`src/rtl/lsu_pkg.sv`:
```
// Shared encodings for the load/store unit: access sizes, FSM states and lane widths.
// The misalignment helper is only consulted when LSU_MISALIGN_TRAP_EN is defined.
package lsu_pkg;

    localparam logic [1:0] SIZE_B = 2'b00;
    localparam logic [1:0] SIZE_H = 2'b01;
    localparam logic [1:0] SIZE_W = 2'b10;

    localparam logic [1:0] ST_IDLE     = 2'd0;
    localparam logic [1:0] ST_ACCESS   = 2'd1;
    localparam logic [1:0] ST_MERGE_WR = 2'd2;
    localparam logic [1:0] ST_RESP     = 2'd3;

    localparam int BYTE_W = 8;
    localparam int HALF_W = 16;
    localparam int WORD_W = 32;

    // Size 2'b11 behaves like a word access everywhere.
    function automatic logic is_misaligned(input logic [1:0] size, input logic [1:0] offset);
        logic mis;
        case (size)
            SIZE_B:  mis = 1'b0;
            SIZE_H:  mis = offset[0];
            default: mis = (offset != 2'b00);
        endcase
        return mis;
    endfunction

endpackage

```
`src/rtl/lsu_lane_mux.sv`:
```
// Combinational byte-lane logic: extracts/extends load lanes and merges store lanes
// into a memory word, little-endian (byte k = bits [8k+7:8k]).
module lsu_lane_mux
    import lsu_pkg::*;
(
    input  logic [31:0] word_i,
    input  logic [1:0]  offset_i,
    input  logic [1:0]  size_i,
    input  logic        unsigned_i,
    input  logic [31:0] wdata_i,
    output logic [31:0] load_data_o,
    output logic [31:0] merge_data_o
);

    logic [4:0]          byteBase;
    logic [BYTE_W-1:0]   selByte;
    logic [HALF_W-1:0]   selHalf;

    always_comb begin
        byteBase     = {offset_i, 3'b000};
        selByte      = word_i[byteBase +: BYTE_W];
        selHalf      = offset_i[1] ? word_i[31:16] : word_i[15:0];
        load_data_o  = word_i;
        merge_data_o = word_i;
        case (size_i)
            SIZE_B: begin
                load_data_o = {{(WORD_W-BYTE_W){~unsigned_i & selByte[BYTE_W-1]}}, selByte};
                merge_data_o[byteBase +: BYTE_W] = wdata_i[BYTE_W-1:0];
            end
            SIZE_H: begin
                load_data_o = {{(WORD_W-HALF_W){~unsigned_i & selHalf[HALF_W-1]}}, selHalf};
                if (offset_i[1]) merge_data_o[31:16] = wdata_i[HALF_W-1:0];
                else             merge_data_o[15:0]  = wdata_i[HALF_W-1:0];
            end
            default: begin
                load_data_o  = word_i;
                merge_data_o = wdata_i;
            end
        endcase
    end

endmodule

```
`src/rtl/load_store_unit.sv`:
```
// Byte-addressed load/store front end for the word-wide data_memory; sub-word stores
// use a read-modify-write. Define LSU_MISALIGN_TRAP_EN to trap misaligned half/word accesses.
module load_store_unit
    import lsu_pkg::*;
#(
    parameter int MEM_WORDS = 257
) (
    input  logic        clk,
    input  logic        rst_n,
    input  logic        req_valid,
    output logic        req_ready,
    input  logic        req_we,
    input  logic [1:0]  req_size,
    input  logic        req_unsigned,
    input  logic [31:0] req_addr,
    input  logic [31:0] req_wdata,
    output logic        rsp_valid,
    output logic [31:0] rsp_rdata,
    output logic        rsp_fault,
    output logic [31:0] mem_address,
    output logic [31:0] mem_write_data,
    output logic        mem_write,
    input  logic [31:0] mem_read_data
);

    logic [1:0]  state_q, state_d;
    logic [31:0] addr_q, addr_d;
    logic [1:0]  size_q, size_d;
    logic        we_q, we_d;
    logic        uns_q, uns_d;
    logic [31:0] wdata_q, wdata_d;
    logic [31:0] rdata_q, rdata_d;
    logic [31:0] merge_q, merge_d;
    logic        fault_q, fault_d;
    logic [31:0] laneLoad, laneMerge;
    logic        wordStore;

    lsu_lane_mux u_lane_mux (
        .word_i       (mem_read_data),
        .offset_i     (addr_q[1:0]),
        .size_i       (size_q),
        .unsigned_i   (uns_q),
        .wdata_i      (wdata_q),
        .load_data_o  (laneLoad),
        .merge_data_o (laneMerge)
    );

    assign wordStore = we_q & size_q[1];

    // Response data and fault are cleared at accept so stores and traps report zero data.
    always_comb begin
        state_d = state_q;
        addr_d  = addr_q;
        size_d  = size_q;
        we_d    = we_q;
        uns_d   = uns_q;
        wdata_d = wdata_q;
        rdata_d = rdata_q;
        merge_d = merge_q;
        fault_d = fault_q;
        case (state_q)
            ST_IDLE: begin
                if (req_valid) begin
                    addr_d  = req_addr;
                    size_d  = req_size;
                    we_d    = req_we;
                    uns_d   = req_unsigned;
                    wdata_d = req_wdata;
                    rdata_d = '0;
                    fault_d = 1'b0;
                    state_d = ST_ACCESS;
`ifdef LSU_MISALIGN_TRAP_EN
                    if (is_misaligned(req_size, req_addr[1:0])) begin
                        fault_d = 1'b1;
                        state_d = ST_RESP;
                    end
`endif
                end
            end
            ST_ACCESS: begin
                state_d = ST_RESP;
                if (!we_q) begin
                    rdata_d = laneLoad;
                end else if (!size_q[1]) begin
                    merge_d = laneMerge;
                    state_d = ST_MERGE_WR;
                end
            end
            ST_MERGE_WR: state_d = ST_RESP;
            default:     state_d = ST_IDLE;
        endcase
    end

    always_ff @(posedge clk or negedge rst_n) begin
        if (!rst_n) begin
            state_q <= ST_IDLE;
            addr_q  <= '0;
            size_q  <= SIZE_B;
            we_q    <= 1'b0;
            uns_q   <= 1'b0;
            wdata_q <= '0;
            rdata_q <= '0;
            merge_q <= '0;
            fault_q <= 1'b0;
        end else begin
            state_q <= state_d;
            addr_q  <= addr_d;
            size_q  <= size_d;
            we_q    <= we_d;
            uns_q   <= uns_d;
            wdata_q <= wdata_d;
            rdata_q <= rdata_d;
            merge_q <= merge_d;
            fault_q <= fault_d;
        end
    end

    // Memory strobes depend on state alone, so an async reset kills a write instantly.
    always_comb begin
        mem_address    = '0;
        mem_write_data = '0;
        mem_write      = 1'b0;
        case (state_q)
            ST_ACCESS: begin
                mem_address = {2'b00, addr_q[31:2]};
                if (wordStore) begin
                    mem_write      = 1'b1;
                    mem_write_data = wdata_q;
                end
            end
            ST_MERGE_WR: begin
                mem_address    = {2'b00, addr_q[31:2]};
                mem_write      = 1'b1;
                mem_write_data = merge_q;
            end
            default: ;
        endcase
    end

    assign req_ready = (state_q == ST_IDLE);
    assign rsp_valid = (state_q == ST_RESP);
    assign rsp_rdata = rdata_q;
    assign rsp_fault = fault_q;

endmodule

```
`config.mk`:
```
export PLATFORM = sky130hd
export DESIGN_NAME = load_store_unit
export DESIGN_NICKNAME = d
export VERILOG_FILES = /design/src/rtl/lsu_pkg.sv /design/src/rtl/lsu_lane_mux.sv /design/src/rtl/load_store_unit.sv
export SDC_FILE = /design/constraint.sdc
export NUM_CORES = 1
export LEC_CHECK = 0
export ABC_AREA = 0
export CAP_MARGIN = 5
export CORE_MARGIN = 3
export CORE_UTILIZATION = 30
export CTS_BUF_LIST = sky130_fd_sc_hd__clkbuf_2 sky130_fd_sc_hd__clkbuf_4 sky130_fd_sc_hd__clkbuf_8
export DETAILED_ROUTE_END_ITERATION = 7
export GPL_ROUTABILITY_DRIVEN = 0
export PLACE_DENSITY = 0.58
export SYNTH_ARGS = -nofsm -noshare
export SYNTH_HDL_FRONTEND = slang
export SYNTH_HIERARCHICAL = 1
export SYNTH_SLANG_ARGS = --single-unit
```
`constraint.sdc`:
```
create_clock -name clk -period 2.3 [get_ports clk]
set_input_delay 0.23 -clock clk [delete_from_list [all_inputs] [get_ports clk]]
set_output_delay 0.23 -clock clk [all_outputs]
set_load 0.03 [all_outputs]
```
==> results.sh, run 1 <==
export IMPL_fillCellCount=2457
export IMPL_relSlewSlack_pct=59.94
export IMPL_vias=6327
export IMPL_cp_end_kind="output port"
export IMPL_seqCellArea_sq_mm=0.003356
export IMPL_clock_skew_ns=0.01384
export IMPL_num_io_pins=203
export IMPL_cap_violations=0
export IMPL_path_cells="inv_2 > ha_4 > and3_4 > buf_12 > a22oi_1 > nor2b_1 > buf_12"
export IMPL_grt_pass1_wl_mm=38.65
export IMPL_die_x_microns=165.7
export IMPL_slew_violations=0
export IMPL_path_clk_slew_ns=0.09
export IMPL_worst_path_max_fanout=16
export IMPL_power_switching_w=0.007711
export IMPL_cts_sinks=134
export IMPL_coreArea_sq_mm=0.02468
export IMPL_fin_crit_sh_pct=98.37
export IMPL_intPower_w=0.009421
export IMPL_layout_nets=1048
export IMPL_seq_area_frac_synth_pct=43.84
export IMPL_wl_per_cell_microns=19.56
export IMPL_peakVddDrop_uv=988.9
export IMPL_r2r_slack_ns=0.22
export IMPL_cp_required_ns=2.07
export IMPL_synth_cell_types=52
export IMPL_fp_dieArea_sq_mm=0.02745
export IMPL_syn_area_sq_mm=0.007649
export IMPL_rsz0062_at_grt="yes"
export IMPL_grt_total_usage_pct=17.92
export IMPL_vias_per_cell=4.982
export IMPL_cpMaxStageDelayCell="dfrtp_1"
export IMPL_worstHoldPathType="input port to asynchronous set/reset pin"
export IMPL_power_density_mw_per_mm2=1586
export IMPL_preCtsSetupSlack_ns=0.2188
export IMPL_grt_pass1_vias=6536
export IMPL_most_common_layout_cells="clkdlybuf4s50_1, dfrtp_1, nand2_1"
export IMPL_yosysWarningCount=6
export IMPL_cts_tree="yes"
export IMPL_status="finished, final reports clean"
export IMPL_clock_path_buffers=2
export IMPL_layout_drive_gt1_share_pct=29.18
export IMPL_detail_route_antenna_nets=0
export IMPL_overflow=0
export IMPL_cts_root_buf="clkbuf_8"
export IMPL_drt_pre_antenna_iters=8
export IMPL_clock_latency_ns=0.46
export IMPL_hold_violations=0
export IMPL_slowest_delay_ns=0.40
export IMPL_htreeDepth=4
export IMPL_critPathLaunchType="flip-flop"
export IMPL_fp_dieH_microns=165.7
export IMPL_antenna_found_initial=1
export IMPL_drtIter0Drc=587
export IMPL_comb_power_share_pct=62.2
export IMPL_syn_avg_cell_area_sq_um=10.64
export IMPL_drc=0
export IMPL_area_growth_pct=41.27
export IMPL_tightestPinTransition_ns=0.5998
export IMPL_r2r_cells=6
export IMPL_postSynth_asyncResetShare_pct=100.0
export IMPL_ys_seq_elements=134
export IMPL_critPathKind="flip-flop to output port"
export IMPL_synth_edf_count=0
export IMPL_hpwl_mm=18.29
export IMPL_p_seq_share_pct=25.7
export IMPL_p_clk_share_pct=12.1
export IMPL_p_leak_nw=4.552
export IMPL_fmax_mhz=442.0
export IMPL_ys_flop_type="dfrtp_1"
export IMPL_grt_max_degree=53
export IMPL_final_common_cell="clkdlybuf4s50_1"
export IMPL_arrival_ns=2.03
export IMPL_tns_ns=0
export IMPL_n_antenna_cell=0
export IMPL_cp_common_cell="buf_12"
export IMPL_fp_row_count=57
export IMPL_min_period_ns=2.262
export IMPL_numPortBuffers=199
export IMPL_fin_ws_ns=0.03753
export IMPL_setup_viol=0
export IMPL_start_util_pct=31.00
export IMPL_multiInputGateArea_sq_mm=0.003902
export IMPL_cts_buffers=17
export IMPL_routed_wl_mm=24.84
export IMPL_synth_cells=719
export IMPL_sw_frac_of_total_pct=45.01
## per-layer routing
metal	GRT usage, %	routed length (microns)	share of wire [%]	vias up
met3	4.337	1714	6.9	33
met5	0	13	0.052	-
met4	4.557	459	1.8	2
met1	24.26	10910	44	3101
li1	-	-	-	2951
met2	28.97	11740	47	240
## layout make-up
| class | instances | share of cell area, % |
|---|---|---|
| clock buffers | 18 | 2.293 |
| repair buffers | 244 | 23.67 |
| multi-input cells | 490 | 36.12 |
| well taps | 324 | 3.752 |
| inverters | 46 | 1.598 |
| flip-flops and latches | 134 | 31.06 |
| clock inverters | 14 | 1.517 |
## worst max-delay path: cells and delay by family, from the launching register on
family                     cells  cell delay (ns)
and+or+nand+nor                2             0.50
adders and majority gates      1             0.15
AOI/OAI and AO/OA              1             0.11
buffers and inverters          3             0.41
DFF                            1             0.40
## metrics by stage
step                      total power [W]  util [%]  hold WS (ns)  instance area [sq um]  instances
final                             0.01713     43.79        0.3003                  10810       1270
after global routing              0.01823     43.79        0.3139                  10810       1270
after CTS                         0.01720     43.67        0.3002                  10780       1269
after detailed placement          0.01488     41.43        0.2418                  10220       1231
after global placement            0.01481     41.43        0.2323                  10220       1231
after floorplan                   0.01105         -      -0.06559                   7656        721
## registers in the layout, summed over array words and instances, names as in the netlist
register and cells:
merge_q 32, size_q 2, addr_q 32, uns_q 1, wdata_q 32, rsp_rdata 32, state_q 2, we_q 1
## timing repair
action                                 4_1_cts  5_1_grt
setup endpoints to repair                   34       26
buffers inserted                             3        1
pin swaps                                    0        0
cloned                                       2        0
resized for setup                           21        8
endpoints found under the hold margin       49        0
hold buffers                                 1        0
## worst paths after layout
check	startpoint	end
max reg2reg	size_q[0]	merge_q[1]
min reg2reg	addr_q[5]	addr_q[5]
min	rst_n	wdata_q[17]
min in group clk	req_addr[3]	addr_q[3]
max in group asynchronous	rst_n	rsp_rdata[25]
max	state_q[1]	mem_write_data[20]
## power groups by stage
stage	Sequential, W	Combinational, W	Clock (W)
CTS	0.00440	0.0107	0.00215
finish	0.00441	0.0106	0.00207
global route	0.00455	0.0114	0.00225
global placement	0.00442	0.0104	0
detailed placement	0.00445	0.0104	0
floorplan	0.00458	0.00647	0
## synthesized netlist by cell type, types with 2 or more instances
| master | count | share of area (%) |
|---|---|---|
| a221o_1 | 16 | 2.1 |
| nor2_1 | 7 | 0.34 |
| nand3b_1 | 2 | 0.20 |
| and2_1 | 31 | 2.5 |
| buf_6 | 6 | 0.88 |
| buf_2 | 12 | 0.79 |
| buf_4 | 10 | 0.98 |
| a21oi_1 | 13 | 0.85 |
| inv_1 | 45 | 2.2 |
| a22o_1 | 10 | 1.1 |
| clkbuf_1 | 21 | 1.0 |
| mux2_1 | 20 | 2.9 |
| a22oi_1 | 36 | 3.5 |
| mux2_2 | 88 | 13 |
| mux2i_1 | 38 | 5.0 |
| nand2_1 | 98 | 4.8 |
| or2_2 | 2 | 0.16 |
| nor2b_1 | 36 | 2.9 |
| a21oi_2 | 10 | 1.1 |
| a222oi_1 | 7 | 0.92 |
| a211oi_2 | 2 | 0.33 |
| o21ai_0 | 16 | 1.0 |
| nand2b_1 | 8 | 0.65 |
| dfrtp_1 | 134 | 44 |
| ha_1 | 12 | 2.0 |
| a221oi_1 | 7 | 0.80 |
| a2bb2oi_1 | 7 | 0.80 |
## kinds of logic after synthesis
| kind of cell | share of synthesized area [%] |
|---|---|
| other cells | 0.04903 |
| simple gates | 12.87 |
| buf+inv | 6.200 |
| flops | 43.84 |
| fa+ha+maj | 1.963 |
| mux | 20.87 |
| compound gates | 14.20 |
No activity file was read; power rests on OpenSTA's default activity.
==> inputs of run 2 (changes only) <==
--- a/config.mk
+++ b/config.mk
@@ -9,7 +9,7 @@
 export CAP_MARGIN = 5
 export CORE_MARGIN = 3
 export CORE_UTILIZATION = 30
-export CTS_BUF_LIST = sky130_fd_sc_hd__clkbuf_2 sky130_fd_sc_hd__clkbuf_4 sky130_fd_sc_hd__clkbuf_8
+export CTS_BUF_LIST = sky130_fd_sc_hd__clkbuf_8
 export DETAILED_ROUTE_END_ITERATION = 7
 export GPL_ROUTABILITY_DRIVEN = 0
 export PLACE_DENSITY = 0.58
==> results of run 2 <==
No change in the layout: final DEF, timing and power equal those of run 1.
